[src/rtl/lock_pkg.sv]
// Shared definitions for the keypad password lock: key codes, FSM state
// encoding and the width of the OPEN/LOCKOUT hold timer.
package lock_pkg;

    localparam logic [3:0] KEY_STAR = 4'd10;
    localparam logic [3:0] KEY_HASH = 4'd11;

    // 29 bits covers a 10 s hold at 50 MHz (499_999_999 < 2**29).
    localparam int TMR_W = 29;

    typedef enum logic [2:0] {
        S_IDLE,
        S_INPUT,
        S_CHECK,
        S_OPEN,
        S_SET,
        S_LOCKOUT
    } state_t;

endpackage

[src/rtl/lock_timer.sv]
// Loadable down-counter shared by the OPEN and LOCKOUT holds; done pulses for
// one cycle in the last cycle of a load+1 cycle run.
module lock_timer
    import lock_pkg::*;
(
    input  logic             clk,
    input  logic             rst_n,
    input  logic             start,
    input  logic [TMR_W-1:0] load,
    input  logic             clear,
    output logic             done
);

    logic [TMR_W-1:0] cnt;
    logic             run;

    assign done = run && (cnt == '0);

    // NOTE: sequential state uses non-blocking assignments so every flop
    // samples pre-edge values regardless of process ordering.
    always_ff @(posedge clk or negedge rst_n) begin
        if (!rst_n) begin
            cnt <= '0;
            run <= 1'b0;
        end else if (clear) begin
            cnt <= '0;
            run <= 1'b0;
        end else if (start) begin
            cnt <= load;
            run <= 1'b1;
        end else if (run) begin
            if (cnt == '0) run <= 1'b0;
            else           cnt <= cnt - 1'b1;
        end
    end

endmodule

[src/rtl/pwd_check.sv]
// Keypad password lock: collects BCD digits, checks them against a stored
// password, holds the lock open, allows a password change, and locks out after
// repeated wrong entries.
module pwd_check
    import lock_pkg::*;
#(
    parameter int          PWD_LEN  = 4,
    parameter logic [31:0] PWD_INIT = 32'h0000_1234,
    parameter int          MAX_ERR  = 3,
    parameter int          OPEN_CNT = 249_999_999,
    parameter int          LOCK_CNT = 499_999_999
) (
    input  logic       clk,
    input  logic       rst_n,
    input  logic       key_flag,
    input  logic [3:0] key_value,
    output logic       unlock,
    output logic       alarm,
    output logic       err_pulse,
    output logic [3:0] digit_cnt,
    output logic       set_mode
);

    localparam int               BW       = 4 * PWD_LEN;
    localparam int               EW       = $clog2(MAX_ERR + 1);
    localparam logic [3:0]       LEN_D    = 4'(PWD_LEN);
    localparam logic [EW-1:0]    ERR_MAX  = EW'(MAX_ERR);
    localparam logic [EW-1:0]    ERR_LAST = EW'(MAX_ERR - 1);
    localparam logic [TMR_W-1:0] OPEN_LD  = TMR_W'(OPEN_CNT);
    localparam logic [TMR_W-1:0] LOCK_LD  = TMR_W'(LOCK_CNT);

    state_t           state, next_state;
    logic [BW-1:0]    entry, pwd;
    logic [EW-1:0]    err_cnt;

    logic             is_digit, is_star, is_hash, can_shift, match;
    logic             buf_clr, buf_shift, pwd_wr, err_inc, err_clr, err_fire;
    logic             tmr_start, tmr_clr, tmr_done;
    logic [TMR_W-1:0] tmr_load;

    // Codes 12-15 decode to nothing and so fall through every state untouched.
    assign is_digit  = key_flag && (key_value <= 4'd9);
    assign is_star   = key_flag && (key_value == KEY_STAR);
    assign is_hash   = key_flag && (key_value == KEY_HASH);
    assign can_shift = (digit_cnt < LEN_D);
    assign match     = (digit_cnt == LEN_D) && (entry == pwd);

    assign unlock   = (state == S_OPEN) || (state == S_SET);
    assign set_mode = (state == S_SET);
    assign alarm    = (state == S_LOCKOUT);

    lock_timer u_timer (
        .clk   (clk),
        .rst_n (rst_n),
        .start (tmr_start),
        .load  (tmr_load),
        .clear (tmr_clr),
        .done  (tmr_done)
    );

    always_ff @(posedge clk or negedge rst_n) begin
        if (!rst_n) state <= S_IDLE;
        else        state <= next_state;
    end

    // NOTE: every output of this block gets a default first, so no path can
    // leave a value unassigned and infer a latch.
    always_comb begin
        next_state = state;
        buf_clr    = 1'b0;
        buf_shift  = 1'b0;
        pwd_wr     = 1'b0;
        err_inc    = 1'b0;
        err_clr    = 1'b0;
        err_fire   = 1'b0;
        tmr_start  = 1'b0;
        tmr_clr    = 1'b0;
        tmr_load   = OPEN_LD;
        case (state)
            S_IDLE, S_INPUT: begin
                if (is_digit) begin
                    buf_shift  = can_shift;
                    next_state = S_INPUT;
                end else if (is_star) begin
                    buf_clr    = 1'b1;
                    next_state = S_IDLE;
                end else if (is_hash) begin
                    next_state = S_CHECK;
                end
            end
            S_CHECK: begin
                buf_clr = 1'b1;
                if (match) begin
                    err_clr    = 1'b1;
                    tmr_start  = 1'b1;
                    next_state = S_OPEN;
                end else begin
                    err_fire = 1'b1;
                    err_inc  = 1'b1;
                    if (err_cnt == ERR_LAST) begin
                        tmr_start  = 1'b1;
                        tmr_load   = LOCK_LD;
                        next_state = S_LOCKOUT;
                    end else begin
                        next_state = S_IDLE;
                    end
                end
            end
            S_OPEN: begin
                // Expiry wins over a key arriving in the same cycle.
                if (tmr_done) begin
                    next_state = S_IDLE;
                end else if (is_star) begin
                    tmr_clr    = 1'b1;
                    buf_clr    = 1'b1;
                    next_state = S_SET;
                end
            end
            S_SET: begin
                if (is_digit) begin
                    buf_shift = can_shift;
                end else if (is_star) begin
                    buf_clr = 1'b1;
                end else if (is_hash) begin
                    buf_clr = 1'b1;
                    if (digit_cnt == LEN_D) begin
                        pwd_wr     = 1'b1;
                        next_state = S_IDLE;
                    end else begin
                        err_fire = 1'b1;
                    end
                end
            end
            S_LOCKOUT: begin
                if (tmr_done) begin
                    err_clr    = 1'b1;
                    next_state = S_IDLE;
                end
            end
            default: next_state = S_IDLE;
        endcase
    end

    // NOTE: the stored password is reset on purpose, so every power-up or
    // reset returns to PWD_INIT and a changed password is never retained.
    always_ff @(posedge clk or negedge rst_n) begin
        if (!rst_n) begin
            entry     <= '0;
            digit_cnt <= '0;
            pwd       <= PWD_INIT[BW-1:0];
            err_cnt   <= '0;
            err_pulse <= 1'b0;
        end else begin
            err_pulse <= err_fire;
            if (buf_clr) begin
                entry     <= '0;
                digit_cnt <= '0;
            end else if (buf_shift) begin
                entry     <= (entry << 4) | BW'(key_value);
                digit_cnt <= digit_cnt + 4'd1;
            end
            if (pwd_wr) pwd <= entry;
            // Saturating, so the count cannot wrap past MAX_ERR.
            if (err_clr)                            err_cnt <= '0;
            else if (err_inc && err_cnt != ERR_MAX) err_cnt <= err_cnt + 1'b1;
        end
    end

endmodule

[config.mk]
export PLATFORM = sky130hd
export DESIGN_NAME = pwd_check
export DESIGN_NICKNAME = d
export VERILOG_FILES = /design/src/rtl/lock_pkg.sv /design/src/rtl/lock_timer.sv /design/src/rtl/pwd_check.sv
export SDC_FILE = /design/constraint.sdc
export NUM_CORES = 1
export LEC_CHECK = 0
export ABC_CLOCK_PERIOD_IN_PS = 2500
export CAP_MARGIN = 40
export CELL_PAD_IN_SITES_DETAIL_PLACEMENT = 1
export CELL_PAD_IN_SITES_GLOBAL_PLACEMENT = 2
export CORE_UTILIZATION = 36
export DETAILED_ROUTE_END_ITERATION = 7
export PLACE_DENSITY = 0.76
export SYNTH_ARGS = -nofsm -noshare
export SYNTH_HDL_FRONTEND = slang
export SYNTH_SLANG_ARGS = --single-unit
[constraint.sdc]
create_clock -name clk -period 2.5 [get_ports clk]
set_input_delay 0.25 -clock clk [delete_from_list [all_inputs] [get_ports clk]]
set_output_delay 0.25 -clock clk [all_outputs]
set_load 0.01 [all_outputs]
=== Word-level counts from Yosys, hierarchy flattened ===
Cells that the tools add are included.

* Latch bits: 0
* Memory bits (writable): 0
* Output and inout bits: 8
* Flip-flop bits (word level): 72
* Bits in read-only memories: 0
* Memories kept: 0
* Word-level logic and storage cells: 107
* Input port bits: 7

* Shift-type cells: 0
* Bitwise logic cells: 1
* Multipliers: 0
* Divide/modulo/power cells: 0
* Multiplexer cells: 58
* Equality and inequality tests: 19
* Magnitude comparators: 2
* Reductions and logical operators: 16
* $add $sub $neg: 3

{| class="wikitable"
|+ Operators by type and width
! cell !! number
|-
| 29-bit 2-to-1 mux || 7
|-
| 3-bit 2-to-1 mux || 12
|-
| 16-bit 2-to-1 mux || 2
|-
| 29-bit zero test || 1
|-
| 1-bit 2-to-1 mux || 29
|-
| 29-bit by 1-bit subtractor with 29-bit output (second input constant) || 1
|-
| 16-bit == test || 1
|-
| 16-bit by 4-bit bitwise OR with 16-bit output || 1
|-
| 3-bit one-hot mux with 5 select lines || 1
|-
| 4-bit == test (second input constant) || 2
|-
| 4-bit 2-to-1 mux || 2
|-
| 7-bit AND reduction || 1
|-
| 3-bit by 2-bit == test with 1-bit output (second input constant) || 2
|-
| 3-bit == test (second input constant) || 2
|-
| 1-bit logical AND || 6
|-
| 2-bit by 1-bit inequality test with 1-bit output (second input constant) || 3
|-
| 2-bit inequality test (second input constant) || 3
|-
| 3-bit inequality test (second input constant) || 2
|-
| 4-bit by 1-bit adder with 4-bit output (second input constant) || 1
|-
| 4-bit by 3-bit == test with 1-bit output (second input constant) || 1
|-
| 4-bit <= comparator (second input constant) || 1
|-
| 4-bit by 3-bit < comparator with 1-bit output (second input constant) || 1
|-
| 2-bit 2-to-1 mux || 2
|-
| 4-bit inequality test (second input constant) || 1
|-
| 12 further kinds || 14
|}

=== Logic depth before layout (Yosys ltp) ===
Gate-level depths: netlist of the first run.

* Depth in word-level cells: 7
* Gate-level depth with buffers: 9

=== By module ===
A second synthesis of the first run with hierarchy kept.

* Cell total of the unflattened synthesis: 428
* Area total of the unflattened synthesis: 4204.0 µm²

{| class="wikitable"
|+ By module, submodules not included
! module !! area each (µm²) !! sequential area each (µm²) !! cells an instance !! instances
|-
| pwd_check || 2158.3 || 1057.3 || 195 || 1
|-
| lock_timer || 2045.7 || 750.7 || 233 || 1
|}

=== Least setup slack after synthesis of the first run ===
No wires, ideal clock.

* Path type: register -> register
* Start: register u_timer.cnt[0]
* End: register u_timer.cnt[28]
* Path slack: -199 ps
* Data arrival time: 2623 ps
* Path buffers: 1
* Stages on the path, launching flop included: 10
* Setup time: 76 ps
* Required time: 2424 ps
* Period minus slack after synthesis: 2699 ps
* Path through: dfrtp_1 -> inv_1 -> ha_1 -> or4b_1 -> or4_4 -> or4_4 -> nor3b_4 -> or2_0 -> buf_2 -> o21ai_1

* Cells in the longest elaborated chain, start to end: 6
* Elaborated cells on any way between the ends: 12

{| class="wikitable"
|+ Ends and longest elaborated chain
! what !! line !! source
|-
| start, declared || lock_timer.sv:14 || <nowiki>logic [TMR_W-1:0] cnt;</nowiki>
|-
| start signal, assigned || lock_timer.sv:29 || <nowiki>cnt <= load;</nowiki>
|-
| start signal, assigned || lock_timer.sv:33 || <nowiki>else cnt <= cnt - 1'b1;</nowiki>
|-
| parallel branches: the longest is 6 deep, another holds 29-bit by 1-bit subtractor with 29-bit output || - ||
|}

Several ways; the timed one is not identified. The select of a mux whose other input is x is not followed.
A chain may end at the register's enable or synchronous reset.

=== Worst setup path after layout of the first run ===
* Start: register u_timer.cnt[0]
* End: register u_timer.cnt[10]

Same word-level chain as after synthesis.

==> flow_summary.toml, run 1 <==
[global_routing]
grt_max_degree = 58
grt_overflow = 0
grt_usage_pct = 20.5
antenna_found_initial = 0
grt_pass1_wl_um = 17400
grt_pass1_vias = 3451

[route]
viasPerCell = 5.41
wl_met2_um = 6650
routed_wirelength_um = 12400
wl_met1_um = 5180
top_layer = "met4"
met3WireLength_um = 345
drc = 0
drt_iter0_drc = 92
num_vias = 3243
wire_per_inst_um = 20.8
ant_nets = 0
drtPass1Iterations = 4

[die]
start_util_pct = 37.9
fp.dieH_um = 104
die_w_um = 104
rows = 36
ios = 15
core_area_um2 = 9950
dieArea_um2 = 10900

[place]
placed_cell_area_um2 = 4500
dp_hpwl_um = 7230
gp_congestion = 0.772
post-place-ws_ns = -0.314
io_buffers = 14

[pwr]
p_total_uw = 2350
leakage_uw = 0.00233
ir_drop_uv = 314
pwr_density_cell_nw_per_um2 = 424

[synthesis]
syn-num-nets = 383
synth_top_cell_area_share_pct = 44.5
synth-async-reset-ratio_pct = 100
yosys_warnings = 0
yosysMostFrequentCell = "dfrtp_1"
synth_edf_count = 0
dominantRegCellSynth = "dfrtp_1"
syn_area_per_cell_um2 = 10.2
synth_seq_cells = 72
synth_area_um2 = 3770
ys_types = 52
synth_area_leader_cell = "dfrtp_1"
ys_seq_area_share_pct = 48.0
synthCells = 371
netlist_top_cells_area = "dfrtp_1 (44%), xnor2_1 (5.6%), mux2_2 (5.1%)"
synth_common_cells = "dfrtp_1 (67), a21oi_1 (34), nor2_1 (34), xnor2_1 (24), nor4_1 (18)"

[layout]
nets = 473
drive_gt1_share_pct = 44.6
stdcell_area_um2 = 5530
final_util_pct = 55.5
area_growth_pct = 46.7
n_fill_cell = 1079
antenna_cells = 0

[critical_path]
start_kind = "flop"
cp.required_ns = 2.75
crit_path_end_kind = "flop"
path_max_fanout = 6
cp-startpoint = "u_timer.cnt[0]"
reg2reg_from = "u_timer.cnt[0]"
reg2reg_slack_ns = -0.38
crit_arrival_ns = 3.13
crit_type = "reg2reg"

[cts]
htree_levels = 3
clock_latency_ns = 0.37
clk_pin_slew_ns = 0.10
ctsLongestPathBuffers = 2
cts_root_buf = "clkbuf_8"
cts_made_buffers = 9
tritoncts = "yes"
clock_sinks = 72

[timing]
fin_crit_sh_pct = 115
finalWorstSetupSlack_ns = -0.384
whs_ns = 0.279
setup_viol = 55
finalHoldViolations = 0
rsz0062_at_grt = "true"
slew_headroom_pct = 63.9
finClkSkew_ns = 0.0186
fmax_ghz = 0.347
tightestPinTransition_ns = 0.541
fin_crit_ns = 2.88
slew_violations = 0

[outcome]
status = "finished with violations"
violations = "setup timing"

[min_path]
min_path_type = "in2async"

[job]
maxCapViolCount = 0
flip-flops by register name (all words and copies together), names as in the netlist:
name and count:
err_pulse 1, err_cnt 2, u_timer.cnt 29, pwd 16, state 3, digit_cnt 4
u_timer.run 1, entry 16
repair_timing:
item	in CTS	in global routing
endpoints found under the setup margin	55	56
gates resized for setup	36	100
buffers inserted	4	11
gates cloned	1	6
pin swaps	4	39
endpoints found under the hold margin	14	0
hold buffers	1	0
critical path: stages, from the launching register on:
cell     delay, ns
dfrtp_1       0.40
inv_2         0.09
ha_4          0.13
or4b_4        0.45
or4_4         0.46
buf_6         0.15
o31ai_4       0.33
buf_4         0.18
buf_6         0.13
nor4_1        0.08
xnor2_1       0.27
a21oi_2       0.10
final cells by class:
class	instances	area, um2	share of cell area [%]
clock buffers	9	124	2.24
flip-flops and latches	72	1810	32.7
multi-input cells	269	2330	42.1
repair buffers	96	942	17.0
well taps	133	166	3.01
clock inverters	7	111	2.01
inverters	13	48.8	0.883
cell usage in the layout, fill, tap and decap left out, types with 5 or more instances in the layout:
cell type and n:
nor2_1 9, xor2_1 13, a21oi_2 22, o21ai_0 6, clkdlybuf4s50_1 13, nor4_1 14, dfrtp_1 66, or4_1 6
mux2_2 16, or2_2 8, clkbuf_8 9, dfstp_2 5, nor2_4 21, nor3_1 9, or3_1 7, xnor2_1 21
nand2_1 16, inv_1 12, a21oi_1 11, buf_6 13, buf_4 59, mux2i_1 15
power by group:
part / internal [uW] / switching, uW
registers: 1160 / 0.266
clock network: 588 / 538
logic: 19.7 / 34.3
total: 1770 / 572
path summary, 6_finish.rpt:
path,cells past startpoint,end
max in group asynchronous,4,pwd[12]
min in group clk,1,pwd[11]
min,2,u_timer.cnt[22]
max,11,u_timer.cnt[10]
max reg2reg,11,u_timer.cnt[10]
min reg2reg,1,pwd[11]
routing by layer:
| layer | vias to the layer above | global-route usage (%) |
|---|---|---|
| met4 | 0 | 7.45 |
| li1 | 1496 | - |
| met3 | 22 | 3.01 |
| met2 | 74 | 36.3 |
| met1 | 1651 | 25.2 |
| met5 | - | 0 |
stage by stage:
| stage | setup TNS (ns) | std cells |
|---|---|---|
| after floorplan | -2.48 | 371 |
| after global placement | -7.29 | 559 |
| after detailed placement | -9.92 | 560 |
| after CTS | -8.61 | 582 |
| after global routing | -16.16 | 599 |
| final | -12.68 | 599 |
cells by family after synthesis:
family / count (synthesis) / share of synthesized area (%)
adders and majority gates: 5 / 1.66
and+or+nand+nor: 129 / 18.9
xor gates and xnor gates: 39 / 9.06
AOI/OAI and AO/OA: 64 / 10.3
muxes: 32 / 9.06
DFF: 72 / 48.0
buffers and inverters: 30 / 3.12
Note: power is estimated with default switching activity, not from simulation.
==> inputs of run 2 (changes only) <==
--- a/config.mk
+++ b/config.mk
@@ -9,9 +9,10 @@
 export CAP_MARGIN = 40
 export CELL_PAD_IN_SITES_DETAIL_PLACEMENT = 1
 export CELL_PAD_IN_SITES_GLOBAL_PLACEMENT = 2
-export CORE_UTILIZATION = 36
+export CORE_UTILIZATION = 34
 export DETAILED_ROUTE_END_ITERATION = 7
-export PLACE_DENSITY = 0.76
+export PLACE_DENSITY = 0.73
+export SETUP_SLACK_MARGIN = 0.4
 export SYNTH_ARGS = -nofsm -noshare
 export SYNTH_HDL_FRONTEND = slang
 export SYNTH_SLANG_ARGS = --single-unit
==> run 2 against run 1 <==
Compared with the run above:
- the run still ends with setup timing left
- wire length shrank 10%
- final area decreased by 4.1%
- count of clock-buffer cells in the layout up 1
- critical path depth is 3 lower
- sequential share of layout area rose by 1.4 points
- register-to-register slack improved by 0.19 ns
- global-route usage rose by 0.90 points
- power down 2.4%
- utilization shrank 6.6 points
- sequential power barely moved
- critical path type unchanged
==> flow_summary.toml, run 2 (synthesized netlist as in run 1, its figures left out) <==
[outcome]
status = "finished with violations"
violations = "setup timing"

[layout]
final_cell_mix = "buf_4 (66), dfrtp_1 (65), xnor2_1 (23)"
drive_gt1_share_pct = 43.4
n_fill_cell = 1182
largest_register = "u_timer.cnt"
layout_commonest_cell = "buf_4"
nets = 472
antenna_cells = 0
regArea_um2 = 1810
stdcell_area_um2 = 5300
area_growth_pct = 40.6
stdcell_count = 605
largest_register_ffs = 29
multi_input_area_um2 = 2190
largest_registers = "u_timer.cnt (29), entry (16), pwd (16)"

[route]
drtPass1Iterations = 4
routed_wirelength_um = 11100
drt_iter0_drc = 109
drc = 0
ant_nets = 0
wire_per_inst_um = 18.4
num_vias = 3202
viasPerCell = 5.29

[pwr]
pwr_density_cell_nw_per_um2 = 432
leakage_uw = 0.00230
ir_drop_uv = 367
p_total_uw = 2290

[critical_path]
cp.required_ns = 2.81
crit_path_end_kind = "flop"
crit_type = "reg2reg"
path_max_fanout = 6
crit_arrival_ns = 3.00
start_kind = "flop"

[die]
core_area_um2 = 10800
fp.dieH_um = 107
dieArea_um2 = 11500
rows = 38
ios = 15
start_util_pct = 34.8
die_w_um = 107

[cts]
clk_pin_slew_ns = 0.09
cts_root_buf = "clkbuf_8"
cts_made_buffers = 9
ctsLongestPathBuffers = 2
clock_sinks = 72
htree_levels = 3
tritoncts = "yes"
clock_latency_ns = 0.38

[timing]
rsz0062_at_grt = "true"
fin_crit_sh_pct = 108
slew_headroom_pct = 55.7
fin_crit_ns = 2.70
finClkSkew_ns = 0.00883
slew_violations = 0
fmax_ghz = 0.371
setup_viol = 51
finalWorstSetupSlack_ns = -0.198
tightestPinTransition_ns = 0.663
finalHoldViolations = 0
whs_ns = 0.318

[place]
dp.cells = 567
gp_congestion = 0.836
post-place-ws_ns = -0.233
io_buffers = 14
placed_cell_area_um2 = 4510
dp_hpwl_um = 7280

[global_routing]
grt_pass1_vias = 3467
antenna_found_initial = 0
grt_pass1_wl_um = 18400
grt_overflow = 0
grt_max_degree = 52
grt_usage_pct = 21.4

[job]
maxCapViolCount = 0

[min_path]
min_path_type = "in2async"
## run 2: cell count changes in the layout (fill, tap and decap cells not counted), sizes merged
cell | previous run | this run
inv | 17 | 15
dlymetal6s2s | 0 | 1
buf | 79 | 81
clkbuf | 12 | 10
clkdlybuf4s50 | 13 | 12
clkinv | 1 | 0
clkinvlp | 0 | 2
## run 2: where the power goes
group          internal [uW]  leakage (uW)  total [uW]  switching (uW)
logic                   22.3       0.00137        57.3            35.0
registers               1160      0.000825        1160           0.350
clock network            569      0.000104        1070             498
## run 2: what timing repair did
item,in CTS,in global routing
endpoints found under the hold margin,20,0
pin swaps,9,6
setup buffers,11,6
cloned,4,0
resized for setup,73,35
hold buffers,1,0
endpoints found under the setup margin,59,58
## run 2: per-stage QoR
| stage | util [%] | setup TNS [ns] |
|---|---|---|
| after CTS | 47.3 | -6.81 |
| after global routing | 48.9 | -11.48 |
| after detailed placement | 41.6 | -7.48 |
| after global placement | 41.3 | -5.70 |
| after floorplan | - | -1.51 |
| final | 48.9 | -7.02 |
## run 2: worst paths after layout
kind / start / end / slack, ns / cells past startpoint
max: u_timer.cnt[1] / u_timer.cnt[28] / -0.20 / 8
min: rst_n / u_timer.cnt[6] / 0.32 / 2
max reg2reg: u_timer.cnt[1] / u_timer.cnt[28] / -0.20 / 8
min reg2reg: pwd[11] / pwd[11] / 0.53 / 1
max in group asynchronous: rst_n / pwd[5] / 1.56 / 3
min in group clk: pwd[11] / pwd[11] / 0.53 / 1
## run 2: layout make-up
class                      count  area share [%]
clock buffer                  10            2.41
clock inverter                 6            1.75
inverter                      13           0.920
multi-input combinational    269            41.4
sequential                    72            34.2
tap                          140            3.30
timing repair buffer          95            16.1
## run 2: critical path, cell delays in order (launching register included)
cell and delay [ns]:
dfrtp_1 0.39, inv_1 0.07, ha_2 0.16, or4b_4 0.46, or4_4 0.45, or4_4 0.48, nor3b_4 0.20, or2_4 0.29
o21ai_2 0.13
## run 2: per-layer routing
layer | up-vias | global-route usage (%) | wire [um]
met1 | 1665 | 26.5 | 4950
met4 | 0 | 8.22 | 205
li1 | 1499 | - | -
met3 | 15 | 4.60 | 214
met2 | 23 | 36.5 | 5770
met5 | - | 0 | 0
==> inputs of run 3 (changes only) <==
--- a/config.mk
+++ b/config.mk
@@ -13,6 +13,7 @@
 export DETAILED_ROUTE_END_ITERATION = 7
 export PLACE_DENSITY = 0.73
 export SETUP_SLACK_MARGIN = 0.4
+export SLEW_MARGIN = 20
 export SYNTH_ARGS = -nofsm -noshare
 export SYNTH_HDL_FRONTEND = slang
 export SYNTH_SLANG_ARGS = --single-unit
==> run 3 against run 2 <==
Compared with the run above:
- the flow still finishes with violations (setup timing)
- clock skew up 0.0035 ns
- power decreased by 7.2%
- register-to-register slack hardly changed
- cell count increased by 1.7%
- count of clock-buffer cells in the layout stayed put
- combinational power decreased by 0.9%
- utilization up 1.9 points
- clock power decreased by 16%
- critical endpoint is now u_timer.cnt[9]
==> flow_summary.toml, run 3 (synthesized netlist as in run 1, its figures left out) <==
[layout]
largest_register_ffs = 29
largest_registers = "u_timer.cnt (29), entry (16), pwd (16)"
nets = 482
stdcell_area_um2 = 5510
area_growth_pct = 46.1
layout_commonest_cell = "buf_4"
largest_register = "u_timer.cnt"
antenna_cells = 0
drive_gt1_share_pct = 46.3
final_cell_mix = "buf_4 (67), dfrtp_1 (64), a21oi_1 (23)"
stdcell_count = 615

[global_routing]
grt_usage_pct = 20.5
grt_overflow = 0
grt_max_degree = 52
met1_usage_pct = 26.9
grt_pass1_wl_um = 17900
met3_usage_pct = 3.15
grt_busiest_layer = "met2"
grt_pass1_vias = 3437
antenna_found_initial = 0
met2_usage_pct = 33.6

[place]
io_buffers = 14
placed_cell_area_um2 = 4510
gp_congestion = 0.836
dp.cells = 567
dp_hpwl_um = 7370

[route]
drt_iter0_drc = 84
wire_per_inst_um = 18.4
ant_nets = 0
num_vias = 3249
drc = 0
routed_wirelength_um = 11300
drtPass1Iterations = 4
viasPerCell = 5.28

[pwr]
power_frac_comb_pct = 2.7
p_seq_share_pct = 54.9
p_total_uw = 2120
pwr_density_cell_nw_per_um2 = 385
switching_power_uw = 539
switching_share_pct = 25.4
ir_drop_uv = 355
leakage_uw = 0.00237
p_int_uw = 1580
clkPwrFrac_pct = 42.5

[timing]
setup_viol = 54
whs_ns = 0.316
slew_headroom_pct = 57.5
finClkSkew_ns = 0.0123
fin_crit_ns = 2.70
tightestPinTransition_ns = 0.636
setup_tns_ns = -6.58
fin_crit_sh_pct = 108
slew_violations = 0
finalWorstSetupSlack_ns = -0.198
fmax_ghz = 0.371
rsz0062_at_grt = "true"
finalHoldViolations = 0

[critical_path]
crit_type = "reg2reg"
crit_arrival_ns = 2.97
worst_r2r_endpoint = "u_timer.cnt[9]"
cp-startpoint = "u_timer.cnt[0]"
reg2reg_from = "u_timer.cnt[0]"
reg2reg_depth = 10
crit_end = "u_timer.cnt[9]"
start_kind = "flop"
path_max_fanout = 3
cp.required_ns = 2.77
crit_path_end_kind = "flop"
reg2reg_slack_ns = -0.20

[die]
start_util_pct = 34.8
ios = 15
die_w_um = 107
dieArea_um2 = 11500
fp.dieH_um = 107
core_area_um2 = 10800
rows = 38

[cts]
clk_pin_slew_ns = 0.09
htree_levels = 3
clock_sinks = 72
cts_made_buffers = 9
ctsLongestPathBuffers = 2
cts_root_buf = "clkbuf_8"
clock_latency_ns = 0.38
tritoncts = "yes"

[outcome]
status = "finished with violations"
violations = "setup timing"

[job]
maxCapViolCount = 0

[min_path]
min_path_type = "in2async"
-- run 3: changes by cell type in the layout (fill, tap and decap cells not counted), moves of 3 or more --
cell     previous run  this run
a21oi_1            15        23
a21oi_2            20        12
buf_6              10        17
buf_8               1         4
nor2_1             17        13
nor2_2              9         6
nor2_4              8        15
nor3_1             11         5
nor3_2              0         4
-- run 3: through the flow --
step,util [%],setup WS (ns)
2_1_floorplan,-,-0.163
3_3_place_gp,41.3,-0.226
3_5_place_dp,41.6,-0.250
4_1_cts,46.6,-0.181
5_1_grt,50.8,-0.263
6_report,50.8,-0.198
-- run 3: how the worst min path moves through the flow --
stage / from / end
4_1_cts: rst_n / u_timer.cnt[6]
3_5_place_dp: rst_n / u_timer.cnt[17]
3_3_place_gp: rst_n / u_timer.cnt[17]
2_1_floorplan: rst_n / digit_cnt[0]
5_1_grt: rst_n / u_timer.cnt[6]
6_report: rst_n / u_timer.cnt[6]
-- run 3: power by group through the flow --
stage | sequential (uW) | clock (uW) | combinational [uW]
after floorplan | 1190 | 0 | 5.81
after global placement | 1190 | 0 | 50.2
after detailed placement | 1190 | 0 | 57.4
after CTS | 1160 | 923 | 59.2
after global routing | 1160 | 979 | 64.3
final | 1160 | 902 | 56.8
-- run 3: area by class of cell --
| class | instances | area, um2 |
|---|---|---|
| fillers | 1171 | 5330 |
| multi-input cells | 269 | 2320 |
| flip-flops and latches | 72 | 1810 |
| repair buffers | 105 | 967 |
| well taps | 140 | 175 |
| clock buffers | 10 | 138 |
| clock inverters | 6 | 50.0 |
| inverters | 13 | 48.8 |
-- run 3: what timing repair did --
| action | CTS | global route |
|---|---|---|
| setup endpoints to repair | 59 | 57 |
| gates cloned | 2 | 0 |
| pin swaps | 5 | 30 |
| setup buffers | 15 | 14 |
| hold buffers | 1 | 0 |
| gates resized for setup | 60 | 82 |
| hold endpoints to repair | 20 | 0 |
-- run 3: critical path, stage by stage, from the launching register on --
cell and delay, ns:
dfrtp_1 0.40, inv_2 0.09, ha_4 0.13, or4b_4 0.46
or4_4 0.45, buf_6 0.15, o31ai_4 0.22, buf_6 0.17
mux2_4 0.31, a21oi_2 0.15, a21oi_2 0.07
-- run 3: layer usage --
metal / up-vias / wire, um
li1: 1520 / -
met1: 1675 / 5030
met2: 38 / 5850
met3: 16 / 213
met4: 0 / 216
met5: - / 0
